--- src/rtl/accum_if.sv ---
// Stream bundle for accum_unit: sample input stream plus block-result output stream.
// master = producer/consumer side (testbench or upstream logic), slave = accumulator.
interface accum_if #(parameter int N = 4);
  logic [N-1:0] in_data;
  logic         in_valid;
  logic         in_ready;
  logic [N-1:0] sum;
  logic         ovf;
  logic         out_valid;
  logic         out_ready;

  modport master (
    output in_data, in_valid, out_ready,
    input  in_ready, sum, ovf, out_valid
  );

  modport slave (
    input  in_data, in_valid, out_ready,
    output in_ready, sum, ovf, out_valid
  );
endinterface

--- src/rtl/accum_unit.sv ---
// Block accumulator: sums COUNT N-bit samples with carry tracking, presents total + sticky ovf.
// Optional macro ACCUM_SAT_EN: saturate the running sum to all ones on any carry-out.
module accum_unit #(
  parameter int N     = 4,
  parameter int COUNT = 4
) (
  input  logic   clk,
  input  logic   rst,
  input  logic   clr,
  accum_if.slave bus
);

  generate
    if (COUNT < 2 || COUNT > 256) begin : g_bad_count
      $error("accum_unit: COUNT must be in 2..256");
    end
  endgenerate

  localparam int CW = $clog2(COUNT);

  typedef enum logic {ACC = 1'b0, HOLD = 1'b1} state_t;

  state_t        state;
  logic [N-1:0]  acc;
  logic [CW-1:0] cnt;
  logic          ovf_r;
  logic          out_valid_r;
  logic          in_ready_r;

  logic [N:0]    add_full;
  logic [N-1:0]  acc_nxt;
  logic          accept;
  logic          take;
  logic          last;

  assign add_full = {1'b0, acc} + {1'b0, bus.in_data};

`ifdef ACCUM_SAT_EN
  // once saturated, acc is all ones, so any further nonzero add carries again
  assign acc_nxt = add_full[N] ? {N{1'b1}} : add_full[N-1:0];
`else
  assign acc_nxt = add_full[N-1:0];
`endif

  assign accept = bus.in_valid && in_ready_r;
  assign take   = out_valid_r && bus.out_ready;
  assign last   = (cnt == CW'(COUNT - 1));

  // in_ready is held as a register mirroring state==ACC, so it never sees out_ready
  always_ff @(posedge clk or posedge rst) begin
    if (rst) begin
      state       <= ACC;
      acc         <= '0;
      cnt         <= '0;
      ovf_r       <= 1'b0;
      out_valid_r <= 1'b0;
      in_ready_r  <= 1'b1;
    end else if (clr) begin
      state       <= ACC;
      acc         <= '0;
      cnt         <= '0;
      ovf_r       <= 1'b0;
      out_valid_r <= 1'b0;
      in_ready_r  <= 1'b1;
    end else begin
      case (state)
        ACC: begin
          if (accept) begin
            acc   <= acc_nxt;
            ovf_r <= ovf_r | add_full[N];
            if (last) begin
              cnt         <= '0;
              state       <= HOLD;
              out_valid_r <= 1'b1;
              in_ready_r  <= 1'b0;
            end else begin
              cnt <= cnt + CW'(1);
            end
          end
        end
        HOLD: begin
          if (take) begin
            acc         <= '0;
            ovf_r       <= 1'b0;
            state       <= ACC;
            out_valid_r <= 1'b0;
            in_ready_r  <= 1'b1;
          end
        end
        default: begin
          state       <= ACC;
          out_valid_r <= 1'b0;
          in_ready_r  <= 1'b1;
        end
      endcase
    end
  end

  assign bus.sum       = acc;
  assign bus.ovf       = ovf_r;
  assign bus.out_valid = out_valid_r;
  assign bus.in_ready  = in_ready_r;

endmodule

--- src/flat_wrapper.sv ---
// flat-port wrapper written by rule: the top's interface ports become plain ports
module accum_unit_flat 
#(
  parameter int N     = 4,
  parameter int COUNT = 4
)
  (clk, rst, clr, bus_in_data, bus_in_valid, bus_out_ready, bus_in_ready, bus_sum, bus_ovf, bus_out_valid);
  accum_if #(.N(N)) bus_i ();
  input  logic clk;
  input  logic rst;
  input  logic clr;
  input wire logic [$bits(bus_i.in_data)-1:0] bus_in_data;
  input wire logic [$bits(bus_i.in_valid)-1:0] bus_in_valid;
  input wire logic [$bits(bus_i.out_ready)-1:0] bus_out_ready;
  output wire logic [$bits(bus_i.in_ready)-1:0] bus_in_ready;
  output wire logic [$bits(bus_i.sum)-1:0] bus_sum;
  output wire logic [$bits(bus_i.ovf)-1:0] bus_ovf;
  output wire logic [$bits(bus_i.out_valid)-1:0] bus_out_valid;
  assign bus_i.in_data = bus_in_data;
  assign bus_i.in_valid = bus_in_valid;
  assign bus_i.out_ready = bus_out_ready;
  assign bus_in_ready = bus_i.in_ready;
  assign bus_sum = bus_i.sum;
  assign bus_ovf = bus_i.ovf;
  assign bus_out_valid = bus_i.out_valid;
  accum_unit #(.N(N), .COUNT(COUNT)) u_core (.clk(clk), .rst(rst), .clr(clr), .bus(bus_i));
endmodule
--- config.mk ---
export PLATFORM = sky130hd
export DESIGN_NAME = accum_unit_flat
export DESIGN_NICKNAME = d
export VERILOG_FILES = /design/src/rtl/accum_if.sv /design/src/rtl/accum_unit.sv /design/src/flat_wrapper.sv
export SDC_FILE = /design/constraint.sdc
export NUM_CORES = 1
export LEC_CHECK = 0
export ABC_CLOCK_PERIOD_IN_PS = 3150
export CORE_AREA = 2 2 39 41
export DETAILED_ROUTE_END_ITERATION = 10
export DIE_AREA = 0 0 41 43
export GPL_TIMING_DRIVEN = 1
export PLACE_DENSITY = 0.74
export SLEW_MARGIN = 10
export SYNTH_ARGS = -nofsm -noshare
export SYNTH_HDL_FRONTEND = slang
export SYNTH_SLANG_ARGS = --single-unit
--- constraint.sdc ---
create_clock -name clk -period 3.15 [get_ports clk]
set_clock_uncertainty 0.05 [all_clocks]
set_input_delay 0.63 -clock clk [delete_from_list [all_inputs] [get_ports clk]]
set_output_delay 0.63 -clock clk [all_outputs]
set_load 0.03 [all_outputs]
==> results.md <==
* Post-synth top area share at 38.6%
* Top-count cell post-synth: dfrtp_1
* Core area at 1380 sq um
* Num CTS Buffers at 3
* Horiz. Die Dim at 41 um
* Largest net degree at the start of global routing at 11
* Largest family of logic cells by synthesized area: compound AO/OA/AOI/OAI gates
* Clock Path Buffers at 2
* Global routing usage on met2 at 27.2%
* Pwr/cell area at 444 nW/um^2
* Crit-path cells: clkdlybuf4s50_1
* Antenna diodes at 0
* CTS resizes at 0
* Final ANT Viol Nets at 0
* Hold_buf cts at 0
* Layout area overhead at 31.1%
* Global Route met1 Usage at between 20 and 25%
* Power, Total at approximately 340 uW
* Synthesized area per cell at 10.2 sq um
* Power Internal at ~240 uW
* Mux cell area share after synthesis at 0%
* Mapped Cells at 57
* Vias in the first global route at 479
* Syn nets at 72
* Count of buffers from port buffering at 15
* Worst path required time at 2.47 ns
* Total GRT Usage at 18.3%
* Reg clk slew, reported paths at 0.07 ns
* M3 GR Usage at 6.28%
* CP Buf/Inv Count at 1
* CP delay by family, top: buffers and inverters
* Synth area leader: dfrtp_1
* Max cap viols at 0
* Crit Path Class: reg2out
* Worst hold slack after final layout at 0.470 ns
* WL/cell at 13.5 um
* Number of synthesized register bits at 10
* Starting Density at 42.1%
* Max-slew headroom at 71.7%
* Vias per cell at 5.47
* Mapped Area at 583 sq um
* Post-synth EDFFs at 0
* CP Capture Type: output port
* Final hold vios at 0
* Reg area at 251 sq um
* Maximum vdd drop at 253 uV
* Worst setup margin at 0.950 ns
* Worst-skew pair later-pin latency at 0.27 ns
* Final cycle utilization of the critical path at 69.8%
* Critical Path AT at 1.52 ns
* Final setup vio count at 0
* CTS tree: built
* First-pass GRT wire length at 2080 um
* Area share of and/or/nand/nor cells after synthesis at 15.2%
* Drt pass-1 iters at 4
* Crit-path slowest cell: clkdlybuf4s50_1
* Total number of vias at 492
* Initial DRC count at 4
* Leakage at 0.351 nW
* CP max stage delay at 0.68 ns
* Warnings from Yosys at 0
* Compound-Gate Fraction of Synth Area at 18.7%
* Distinct cells, synth at 26
* Hold crit path type: reg2reg
* Seq pwr share at around 44%
* Critical-path maximum fanout at 6
* Fraction of registers with async set/reset at 100%
* Multi-input logic area at ~300 sq um
* Period minus WS final at 2.20 ns
* Worst slack at placement at 0.844 ns
* Seq/Total Area, Yosys at 43.1%
* Synth area leaders: dfrtp_1, ha_1, dfstp_2
* IO Count at 16
* Slew Limit Fails at 0
* Total Wirelength at 1220 um
* Nets at 90
* Area of the die at about 1800 sq um
* Die height at 43 um
* Setup TNS at 0 ns
* Initial antenna violation count at 0
* Top post-synthesis cells by count: dfrtp_1, ha_1, inv_1, nand2_1
* Worst-Margin Slew at 0.422 ns
* Fmax at 0.454 GHz
* CTS root buf: clkbuf_4
* Startpoint Class: flop
* Sw Share at 30.8%
* Routability congestion estimate at 0.674
* Clock power frac at 27.8%
* # rows at 14
* DRC at 0
* # H-tree levels at 1
* Gr ovfl total at 0
* Fillers at 138
* Setup repair bufs after CTS at 0
* Synth Area in XOR/XNOR at 3.00%
* Adder-cell share of the synthesized area at 14.2%
* Comb power frac at 28.2%
* Top Usage Layer GRT: met2
* Status: complete, no violations
* Clk sinks at 10
* Post-synth top flop: dfrtp_1
* P_sw at 105 uW
* Final core occ at a little under three fifths
* RSZ-0062 raised after global routing: no
* Share of cells above drive strength 1 at 8.11%
-- path summary, 6_finish.rpt --
check | from | endpoint | slack (ns) | depth (start not counted)
worst max-delay path | u_core.bus.in_ready | bus_in_ready | 0.95 | 1
worst min-delay path | u_core.bus.sum[0] | u_core.bus.sum[0] | 0.47 | 1
worst max register to register | u_core.bus.sum[2] | u_core.bus.sum[3] | 1.46 | 4
worst min register to register | u_core.bus.sum[0] | u_core.bus.sum[0] | 0.47 | 1
max in group asynchronous | rst | u_core.bus.in_ready | 2.14 | 2
min in group asynchronous | rst | u_core.bus.sum[1] | 0.59 | 2
-- flip-flops by register name (all words and copies together) (netlist names) --
signal,cells
u_core.bus.sum,4
u_core.cnt,2
u_core.bus.ovf,1
u_core.bus.out_valid,1
u_core.bus.in_ready,1
u_core.state,1
-- power by group through the flow --
stage	registers [mW]	logic, mW	clock network [mW]
floorplan	0.165	0.0470	0
global placement	0.151	0.0935	0
detailed placement	0.152	0.0962	0
CTS	0.149	0.0970	0.0973
global route	0.151	0.107	0.108
finish	0.149	0.0960	0.0944
-- routing by layer --
metal  part of all wire [%]  up-vias  routed length, um
met3                    7.4        2                 90
met1                     43      233                522
met2                     48       20                588
met5                      0        -                  0
met4                    1.2        0                 14
li1                       -      237                  -
-- stage by stage --
stage | std cells | instance area (sq um)
finish | 90 | 764
global route | 90 | 764
CTS | 90 | 764
detailed placement | 86 | 738
global placement | 86 | 738
floorplan | 57 | 583
-- cells in the final DEF, fill, tap and decap left out, types with 2 or more instances in the layout --
cell / n
nor2b_1: 2
ha_1: 5
nor2_1: 4
clkbuf_4: 3
clkdlybuf4s50_1: 15
a31oi_1: 2
xnor2_1: 2
a21oi_1: 2
a22o_1: 2
inv_1: 5
o21ai_0: 4
nand2_1: 5
dfrtp_1: 9
-- cell type report --
type	instances	area share [%]
well taps	16	2.62
multi-input cells	40	39.0
flip-flops and latches	10	32.9
inverters	5	2.45
clock buffers	4	3.44
repair buffers	15	19.6
-- kinds of logic after synthesis --
logic type,Yosys count
AO/OA/AOI/OAI,15
buffers and inverters,7
flip-flops,10
AND/OR/NAND/NOR,17
XOR/XNOR,2
adder cells (fa/ha/maj),6
Note: power is estimated with default switching activity, not from simulation.
==> variant: new RTL, config.mk and constraints unchanged <==
Add a define of `ACCUM_SAT_EN`.
--- a/src/rtl/accum_unit.sv
+++ b/src/rtl/accum_unit.sv
@@ -1,4 +1,6 @@
 // Block accumulator: sums COUNT N-bit samples with carry tracking, presents total + sticky ovf.
 // Optional macro ACCUM_SAT_EN: saturate the running sum to all ones on any carry-out.
+`define ACCUM_SAT_EN
+
 module accum_unit #(
   parameter int N     = 4,
Formal check against the unedited RTL: not equivalent (a bounded check fails within 4 cycles, from zero or initial values and one cycle with rst high).
==> variant against the unedited design <==
  * First-iteration DRC count is 75% higher
  * Final area is 1.8% higher
  * Clock power is 20% higher
  * Area after synthesis is 1.9% lower
  * Combinational power is 17% higher
  * Critical path depth stayed put
  * Routed wire length is 8.1% lower
  * Sequential cell count stayed put
  * Register-to-register slack better by 0.03 ns
  * Worst setup slack better by 0.013 ns
  * Total power is 10% higher
==> variant: results (changes against the unedited design) <==
clock_tree:
  clock_path_buffers: 2  # unchanged
  ctsResizeCount: 0  # unchanged
  clock_tree.root_cell: "clkbuf_4"
  clock_latency_ns: 0.27  # about the same
  cts_max_level: 1  # unchanged
  cts_made_buffers: 3  # unchanged
  post_cts_buffers: 0  # unchanged
  cts.clk_slew.worst_paths_ns: 0.06
job:
  maxCapViolations: 0  # unchanged
sta:
  finalSetupViolations: 0  # unchanged
  slew_headroom_pct: 75.4  # +3.7 points
  hold_viol_final: 0  # unchanged
yosys:
  synth_nets: 74  # +2.8%
  ys_top_cells_by_area: "dfrtp_1, ha_1, a21oi_1"
  synth_common_cells: "dfrtp_1, nand2_1, nor2_1"
  synthArstFlopShare_pct: 100  # unchanged
  yosys-mux-area-fraction_pct: 0  # unchanged
  yosysSeqAreaShare_pct: 44.0  # +0.85 points
  yosysUniqueCellTypes: 22  # -15%
  synthAdderAreaFrac_pct: 14.4  # +0.28 points
  synth_compound_area_share_pct: 20.1  # +1.5 points
  yosys_warnings: 0  # unchanged
  synth_xor_area_share_pct: 1.53  # -1.5 points
placed_design:
  io_buffers: 15  # unchanged
  dpl_cell_area_sq_um: 742  # +0.51%
  routabilityCongestion: 0.716  # +6.1%
  hpwl_um: 922
grt:
  antenna_found_initial: 0  # unchanged
  overflow: 0  # unchanged
  grt_max_degree: 11  # unchanged
  grt_pass1_vias: 467  # -2.5%
  grt_pass1_wl_um: 1820  # -13%
  track_usage_pct: 16.4  # -1.9 points
die:
  coreArea_sq_um: 1380  # unchanged
setup_path:
  timing.rr.end: "u_core.bus.sum[3]"
  rrSetupSlack_ns: 1.49  # +0.03 ns
  crit_family: "buffers and inverters"
  crit_arrival_ns: 1.51
  slowest_stage: "clkdlybuf4s50_1"
  path_max_fanout: 5  # -1
  slowest_delay_ns: 0.68  # about the same
  r2r-start: "u_core.bus.sum[0]"
  r2r_cells: 7  # +3
worst_hold_path:
  min_from: "u_core.bus.ovf"
  worstHoldPathType: "reg2reg"
  hold_depth: 2  # +1
  hold_end: "u_core.bus.ovf"
routing:
  viasPerCell: 4.99  # -8.7%
  drtIter0Drc: 7  # +3
  drt-total-wl_um: 1120  # -8.1%
cells_and_area:
  antennaDiodeCount: 0  # unchanged
  largest_register_ffs: 4  # unchanged
  postLayoutCellArea_sq_um: 778  # +1.8%
  nNetsFinal: 94  # +4.4%
  nFillCells: 140  # +1.4%
  drive_above_1_share_pct: 10.3  # +2.1 points
power:
  p_leak_nw: 0.356  # +1.5%
  irDropWorstVdd_mv: 0.288  # +14%
run_status:
  status: "finished, final reports clean"
[variant: cell count changes after synthesis, moves of 2 or more]
cell,unedited run,this run
a21oi_1,2,6
nand2_1,5,8
nor2_1,4,7
nor2b_1,2,0
[variant: how the worst max path moves through the flow]
stage	end	slack [ns]	from	cells after the start
5_1_grt	u_core.bus.sum[2]	0.93	bus_in_data[0]	8
2_1_floorplan	u_core.bus.sum[3]	1.33	bus_in_data[0]	7
4_1_cts	bus_in_ready	0.96	u_core.bus.in_ready	1
3_3_place_gp	u_core.bus.sum[3]	0.79	bus_in_data[0]	8
3_5_place_dp	u_core.bus.sum[2]	0.76	bus_in_data[0]	8
6_report	bus_in_ready	0.96	u_core.bus.in_ready	1
[variant: metrics by stage]
step / hold WS (ns) / setup WS [ns] / instances / total power (W)
6_report: 0.443 / 0.963 / 94 / 0.000374
5_1_grt: 0.488 / 0.926 / 94 / 0.000399
4_1_cts: 0.454 / 0.956 / 94 / 0.000380
3_5_place_dp: 0.440 / 0.760 / 90 / 0.000265
3_3_place_gp: 0.445 / 0.787 / 90 / 0.000263
2_1_floorplan: 0.419 / 1.33 / 59 / 0.000222
[variant: routing by layer]
layer,up-vias,share of wire (%),global-route usage [%]
met5,-,0,0
met2,16,50,24.4
met4,0,0,10.0
met3,0,7.3,7.33
met1,207,43,18.2
li1,246,-,-
[variant: kinds of logic after synthesis]
| logic type | after synthesis |
|---|---|
| compound gates | 17 |
| xor+xnor | 1 |
| fa+ha+maj | 6 |
| buf+inv | 4 |
| flops | 10 |
| simple gates | 21 |
[variant: tightest hold or removal path: cells and delay by family, from the launching register on]
family           cells  cell delay (ns)
AND/OR/NAND/NOR      1             0.07
AO/OA/AOI/OAI        1             0.04
flip-flops           1             0.34
[variant: layout make-up]
| type | instances | area share [%] |
|---|---|---|
| flip-flops and latches | 10 | 32.3 |
| repair buffers | 15 | 19.3 |
| clock buffers | 4 | 4.66 |
| well taps | 16 | 2.57 |
| inverters | 4 | 1.93 |
| multi-input cells | 45 | 39.2 |
[variant: report_power, final]
group / internal (W) / switching, W
clock: 0.0000702 / 0.0000430
sequential: 0.000140 / 0.00000929
combinational: 0.0000527 / 0.0000594
total: 0.000262 / 0.000112
